**config.mk**
```make
export PLATFORM = sky130hd
export DESIGN_NAME = instr_fetch
export DESIGN_NICKNAME = d
export VERILOG_FILES = /design/src/rtl/cpu_pkg.sv /design/src/rtl/fetch_fifo.sv /design/src/rtl/instr_fetch.sv
export SDC_FILE = /design/constraint.sdc
export NUM_CORES = 1
export LEC_CHECK = 0
export ABC_AREA = 1
export BUFFER_PORTS_ARGS = -buffer_cell sky130_fd_sc_hd__buf_2
export CELL_PAD_IN_SITES_DETAIL_PLACEMENT = 0
export CELL_PAD_IN_SITES_GLOBAL_PLACEMENT = 1
export CORE_ASPECT_RATIO = 0.7
export CORE_UTILIZATION = 30
export CTS_CLUSTER_SIZE = 14
export DETAILED_ROUTE_END_ITERATION = 10
export PLACE_DENSITY = 0.58
export SLEW_MARGIN = 15
export SYNTH_ARGS = -nofsm -noshare
export SYNTH_HDL_FRONTEND = slang
export SYNTH_HIERARCHICAL = 1
export SYNTH_SLANG_ARGS = --single-unit
```
**constraint.sdc**
```tcl
create_clock -name clk -period 5.6 [get_ports clk]
set_input_delay 0.56 -clock clk [delete_from_list [all_inputs] [get_ports clk]]
set_output_delay 0.56 -clock clk [all_outputs]
set_load 0.01 [all_outputs]
```
**src/rtl/cpu_pkg.sv**
```systemverilog
// Shared CPU constants used by the fetch stage and its buffer.
package cpu_pkg;

    localparam int PC_W_DEFAULT     = 5;
    localparam int INSTR_W          = 32;
    localparam int RESET_PC_DEFAULT = 0;

endpackage

```
**src/rtl/fetch_fifo.sv**
```systemverilog
// DEPTH-entry valid/ready FIFO holding {pc, instr} fetch results, with synchronous flush.
module fetch_fifo
    import cpu_pkg::*;
#(
    parameter int DEPTH  = 2,
    parameter int DATA_W = PC_W_DEFAULT + INSTR_W,
    localparam int CNT_W = $clog2(DEPTH + 1)
) (
    input  logic              clk,
    input  logic              rst,
    input  logic              flush,
    input  logic              push_valid,
    input  logic [DATA_W-1:0] push_data,
    output logic              out_valid,
    input  logic              out_ready,
    output logic [DATA_W-1:0] out_data,
    output logic [CNT_W-1:0]  count
);

    localparam int PTR_W = (DEPTH > 1) ? $clog2(DEPTH) : 1;

    logic [DATA_W-1:0] mem [DEPTH];
    logic [PTR_W-1:0]  rd_ptr;
    logic [PTR_W-1:0]  wr_ptr;
    logic              pop;

    function automatic logic [PTR_W-1:0] bump(input logic [PTR_W-1:0] p);
        return (p == PTR_W'(DEPTH - 1)) ? '0 : p + 1'b1;
    endfunction

    assign out_valid = (count != '0);
    assign pop       = out_valid && out_ready;
    // Empty FIFO presents zeros so stale storage never leaks onto the outputs.
    assign out_data  = out_valid ? mem[rd_ptr] : '0;

    // The producer only pushes when it holds a credit, so a push never meets a full FIFO.
    always_ff @(posedge clk or posedge rst) begin
        if (rst) begin
            rd_ptr <= '0;
            wr_ptr <= '0;
            count  <= '0;
        end else if (flush) begin
            rd_ptr <= '0;
            wr_ptr <= '0;
            count  <= '0;
        end else begin
            if (push_valid) wr_ptr <= bump(wr_ptr);
            if (pop)        rd_ptr <= bump(rd_ptr);
            count <= count + CNT_W'(push_valid) - CNT_W'(pop);
        end
    end

    // NOTE: storage has no reset; validity lives entirely in count, which is reset.
    always_ff @(posedge clk) begin
        if (push_valid && !flush) mem[wr_ptr] <= push_data;
    end

endmodule

```
**src/rtl/instr_fetch.sv**
```systemverilog
// Instruction fetch stage: PC, synchronous-ROM fetch issue and a credit-checked fetch buffer.
// Define IF_PERF_CNT_EN to add the saturating redirect_count output.
module instr_fetch
    import cpu_pkg::*;
#(
    parameter int PC_W      = PC_W_DEFAULT,
    parameter int RESET_PC  = RESET_PC_DEFAULT,
    parameter int BUF_DEPTH = 2
) (
    input  logic               clk,
    input  logic               rst,
    input  logic               should_jump,
    input  logic [PC_W-1:0]    jump_target,
    output logic [PC_W-1:0]    imem_addr,
    input  logic [INSTR_W-1:0] imem_rdata,
    output logic               if_valid,
    input  logic               if_ready,
    output logic [PC_W-1:0]    if_pc,
    output logic [INSTR_W-1:0] if_instr
`ifdef IF_PERF_CNT_EN
    ,
    output logic [15:0]        redirect_count
`endif
);

    localparam int CNT_W = $clog2(BUF_DEPTH + 1);

    logic [PC_W-1:0]         pc;
    logic                    inflight;
    logic [PC_W-1:0]         inflight_pc;
    logic [CNT_W-1:0]        fifo_count;
    logic [CNT_W:0]          occupancy;
    logic                    issue;
    logic                    pop;
    logic [PC_W+INSTR_W-1:0] head;

    assign imem_addr = pc;
    assign pop       = if_valid && if_ready;
    assign if_pc     = head[PC_W+INSTR_W-1:INSTR_W];
    assign if_instr  = head[INSTR_W-1:0];

    // Issue only if the buffer can still absorb this fetch after the in-flight one lands.
    always_comb begin
        occupancy = (CNT_W+1)'(fifo_count) + (CNT_W+1)'(inflight) - (CNT_W+1)'(pop);
        issue     = occupancy < (CNT_W+1)'(BUF_DEPTH);
    end

    // A redirect also kills any fetch issued in the same cycle, hence inflight <= 0.
    always_ff @(posedge clk or posedge rst) begin
        if (rst) begin
            pc          <= PC_W'(RESET_PC);
            inflight    <= 1'b0;
            inflight_pc <= '0;
        end else if (should_jump) begin
            pc       <= jump_target;
            inflight <= 1'b0;
        end else begin
            inflight <= issue;
            if (issue) begin
                pc          <= pc + 1'b1;
                inflight_pc <= pc;
            end
        end
    end

    fetch_fifo #(
        .DEPTH  (BUF_DEPTH),
        .DATA_W (PC_W + INSTR_W)
    ) u_buf (
        .clk        (clk),
        .rst        (rst),
        .flush      (should_jump),
        .push_valid (inflight),
        .push_data  ({inflight_pc, imem_rdata}),
        .out_valid  (if_valid),
        .out_ready  (if_ready),
        .out_data   (head),
        .count      (fifo_count)
    );

`ifdef IF_PERF_CNT_EN
    always_ff @(posedge clk or posedge rst) begin
        if (rst) begin
            redirect_count <= '0;
        end else if (should_jump && redirect_count != 16'hFFFF) begin
            redirect_count <= redirect_count + 16'd1;
        end
    end
`endif

endmodule

```
# Word level (Yosys, flattened, before mapping)
# Memory sizes are Yosys's and may differ from the RTL's.
# Index checks and enable logic that the tools add are counted.
# Widths: inputs -> output; s select.
classes:
  addsub: 7
  order_cmp: 1
  muxes: 13
  bitwise_logic: 1
  n_reduce_logical: 8
op_table:
  columns: ["cell", "count"]
  rows:
  - ["$mux 37", 1]
  - ["$mux 5", 2]
  - ["$mux 1", 9]
  - ["$reduce_bool 2->1", 4]
  - ["$add 5x1->5 const B", 1]
  - ["$add 2x1->3", 1]
  - ["$lt 3x2->1 const B", 1]
  - ["$sub 3x1->3", 1]
  - ["$add 1x1->1 const B", 2]
  - ["$add 2x1->2", 1]
  - ["$logic_and 1x1->1", 2]
  - ["$mux 2", 1]
  - ["$reduce_and 2->1", 1]
  - ["$sub 2x1->2", 1]
  - ["$logic_not 1->1", 1]
  - ["$not 1->1", 1]
totals:
  regBits: 15
  ramBits: 74
  in_bits: 41
  out_inout_bits: 43
  word_cells: 37
  memories: 1
memory_table:
  columns: ["name", "depth", "width", "read_ports", "rd_clocked_by_memory_dff", "write_ports", "line", "text"]
  rows:
  - ["u_buf.mem", 2, 37, 1, 0, 1, "fetch_fifo.sv:22", "logic [DATA_W-1:0] mem [DEPTH];"]

# Depth between registers and ports, before layout
logic_depth:
  word_depth: 6
  ltp_mapped: 15
  depth_no_buf: 15

# By module
# Netlist, hierarchy kept.
modules_own_cells:
  columns: ["mod", "instances", "cells_per_inst", "area_each_um2", "seq_area_each_um2"]
  rows:
  - ["fetch_fifo", 1, 231, 2992.9, 2322.2]
  - ["instr_fetch", 1, 82, 623.1, 275.3]

# Worst setup path after synthesis
# No wires, ideal clock.
synth_path:
  path_type: "input to register"
  startpoint: "input port should_jump"
  endpoint: "memory u_buf/mem[0][0] in the netlist's numbering, enable pin"
  setup_ns: 0.432
  t_arrival_ns: 2.278
  required_ns: 5.168
  path_slack_ns: 2.890
  cell_stages: 3
  n_path_buf: 0
  path_cell_list: "inv_1 nand2_1 nor2_1"
synth_via:
  elab_chain_cells: 4
synth_rtl:
  columns: ["element", "line", "text"]
  rows:
  - ["start: declaration", "instr_fetch.sv:12", "input logic should_jump,"]
  - ["$logic_not 1->1", "fetch_fifo.sv:55", "if (push_valid && !flush) mem[wr_ptr] <= push_data;"]
  - ["$logic_and 1x1->1", "fetch_fifo.sv:55", null]
  - ["$mux 1", "fetch_fifo.sv:55", null]
  - ["$mux 1 (not written as such)", "fetch_fifo.sv:55", null]
  - ["end: declaration", "fetch_fifo.sv:22", null]
# Every way passes these cells.

# Worst setup path after layout
layout_path:
  startpoint: "register u_buf.count[1]"
  endpoint: "output port if_instr[5]"
layout_via:
  elab_chain_cells: 2
layout_rtl:
  columns: ["element", "line", "text"]
  rows:
  - ["start: declaration", "fetch_fifo.sv:17", "output logic [CNT_W-1:0] count"]
  - ["start signal: assignment", "fetch_fifo.sv:49", "count <= count + CNT_W'(push_valid) - CNT_W'(pop);"]
  - ["$reduce_bool 2->1", "fetch_fifo.sv:31", "assign out_valid = (count != '0);"]
  - ["$mux 37", "fetch_fifo.sv:34", "assign out_data = out_valid ? mem[rd_ptr] : '0;"]
  - ["end: declaration", "instr_fetch.sv:19", "output logic [INSTR_W-1:0] if_instr"]
# Every way passes these cells.

==> results.json <==
{
  "status": "finished clean",
  "power_leakage_uw": 0.001919,
  "required_ps": 5040,
  "endpoint": "if_instr[5]",
  "skew_ps": 5.611,
  "cp.arrival_ps": 1960,
  "ys_async_sr_fraction_pct": 16.85,
  "synth_nets": 359,
  "core_area_sq_um": 11730,
  "cts-root-buf": "clkbuf_16",
  "rsz0062_at_grt": "false",
  "grt_start_max_net_pins": 40,
  "final.min_clock_period_ps": 2516,
  "r2r_end": "imem_addr[0]",
  "cts-resized-gates": 0,
  "antenna_found_initial": 0,
  "ys_top_cells_by_count": "nand2_1, edfxtp_1, a21oi_1, inv_1, dfrtp_1",
  "dr.pass1.iters": 4,
  "syn_inst": 313,
  "syn2layout_area_growth_pct": 24.57,
  "synth_top_cell_by_area": "edfxtp_1",
  "drt-total-wl_um": 7736,
  "slew_violations": 0,
  "gp_congestion": 0.7397,
  "yosysMostFrequentCell": "nand2_1",
  "clk_pin_slew_ps": 60,
  "crit_fanout": 38,
  "layout-drive-gt1-share_pct": 27.30,
  "grt_pass1_vias": 2248,
  "ios": 84,
  "worst_pin_slew_ps": 968.2,
  "hold_viol": 0,
  "antenna_left": 0,
  "die-width_um": 133.2,
  "yosys.cell_types.count": 19,
  "grt_usage_pct": 13.14,
  "critical_path.startpoint": "u_buf/count[1]",
  "ys_seq_elements": 89,
  "nFillCells": 1176,
  "yosysWarnings": 6,
  "netlist.area_leader.share_pct": 61.45,
  "routedWlPerCell_um": 13.81,
  "hpwl_um": 4783,
  "clkLatencyLatePin_ps": 330,
  "worstSetupEndpointType": "primary output",
  "relSlewSlack_pct": 35.30,
  "maxCapViolCount": 0,
  "syn_area_sq_um": 3616,
  "seq_area_frac_synth_pct": 71.83,
  "path_class": "flop to primary output",
  "cts_max_path_buffers": 2,
  "ctsHoldBuffers": 0,
  "setup_viol": 0,
  "start_kind": "flop",
  "die-area_sq_um": 12500,
  "synth-edff-count": 74,
  "fp.dieH_um": 93.86,
  "max-vdd-ir-drop_v": 0.0001755,
  "grt_pass1_wl_um": 12190,
  "cts_tree": "yes",
  "synth.area.top_cells": "edfxtp_1, nand2_1, dfrtp_1, a21oi_1, inv_1",
  "max_clock_freq_mhz": 397.4,
  "post_drt_via_cell_ratio": 4.304,
  "seqCellArea_sq_um": 2597,
  "grt_overflow_total": 0,
  "fin_setup_tns_ps": 0,
  "dr_total_vias": 2410,
  "start_util_pct": 30.84,
  "diodes": 0,
  "drc_errors": 0,
  "worstHoldPathType": "input pin to asynchronous set/reset pin",
  "fin_nets": 444,
  "clkSinkCount": 89,
  "post-cts-setup-buffers": 0,
  "numCtsBuffers": 9,
  "multi_input_area_sq_um": 884.6,
  "reg2regPathDepth": 13,
  "r2r-start": "u_buf/count[1]",
  "num_rows": 33,
  "drtIter0Drc": 133,
  "power_density_nw_per_um2": 491.1,
  "total_power_uw": 2212,
  "synth_top_flop_cell": "edfxtp_1",
  "synth_area_per_cell_sq_um": 11.55,
  "cts_htree_levels": 3,
  "regToRegSetupSlack_ps": 3310,
  "portBuffers": 83,
  "final.period_utilization_pct": 44.94
}
metal layers:
layer | track usage, % | vias to the layer above | wire length [um]
met4 | 5.114 | 0 | 103
met2 | 18.85 | 63 | 3203
li1 | - | 1227 | -
met3 | 4.854 | 8 | 448
met5 | 0 | - | 0
met1 | 17.93 | 1112 | 3981
cells by family (layout without fill, tap and decap cells):
family	after synthesis	count (layout)	share of synthesized area, %
buffers and inverters	34	124	4.325
flip-flops	89	89	71.83
AO/OA/AOI/OAI	46	46	6.367
adder cells (fa/ha/maj)	5	5	1.938
AND/OR/NAND/NOR	139	139	15.54
layout make-up:
cell class	count	share of cell area (%)
clock buffers	9	5.000
clock inverters	7	1.778
inverters	22	1.833
multi-input cells	190	19.64
flip-flops and latches	89	57.67
well taps	157	4.361
repair buffers	86	9.722
sequential cells by signal (all words and copies together) (netlist names):
| register | count |
|---|---|
| u_buf/wr_ptr | 1 |
| inflight | 1 |
| u_buf/rd_ptr | 1 |
| u_buf/count | 2 |
| imem_addr | 5 |
| u_buf/mem | 74 |
| inflight_pc | 5 |
critical path, stage by stage (launching register included):
cell	delay, ps
dfrtp_1	470
nor2_4	760
a21oi_1	150
buf_2	200
stage by stage:
step / instances / hold slack [ps] / cell area (sq um) / setup slack, ps / util [%]
6_report: 560 / 113.8 / 4504 / 3084 / 38.41
5_1_grt: 560 / 120.1 / 4504 / 2886 / 38.41
4_1_cts: 560 / 111.9 / 4504 / 3028 / 38.41
3_5_place_dp: 544 / 457.3 / 4199 / 3294 / 35.81
3_3_place_gp: 544 / 456.5 / 4199 / 3341 / 35.81
2_1_floorplan: 313 / 326.1 / 3616 / 2890 / -
worst min path at each step:
stage                         from          endpoint  slack [ps]
finish                         rst    u_buf/count[0]         110
global route                   rst      u_buf/wr_ptr         120
CTS                            rst      u_buf/wr_ptr         110
detailed placement  inflight_pc[1]  u_buf/mem[0][33]         460
global placement    inflight_pc[1]  u_buf/mem[0][33]         460
floorplan                      rst    u_buf/count[0]         330
placed cells by master (no fill, tap or decap):
master / Yosys / routed
nand2_1: 117 / 117
buf_2: 8 / 83
edfxtp_1: 74 / 74
a21oi_1: 38 / 38
inv_1: 20 / 20
dfrtp_1: 15 / 15
clkbuf_16: 0 / 9
o21ai_0: 8 / 8
nand3_1: 8 / 8
nor2_1: 8 / 5
nor2_4: 1 / 4
ha_1: 4 / 4
clkinv_4: 0 / 3
buf_4: 3 / 3
inv_2: 2 / 2
nand4_1: 2 / 2
clkinvlp_4: 0 / 2
nand3_4: 1 / 1
fa_1: 1 / 1
bufinv_16: 0 / 1
inv_6: 0 / 1
nor3_1: 1 / 1
or2_2: 1 / 1
where the power goes:
part | internal [uW] | switching (uW)
clock | 349 | 251
sequential | 840 | 70.3
combinational | 234 | 467
Power figures use the tool's default switching activity.
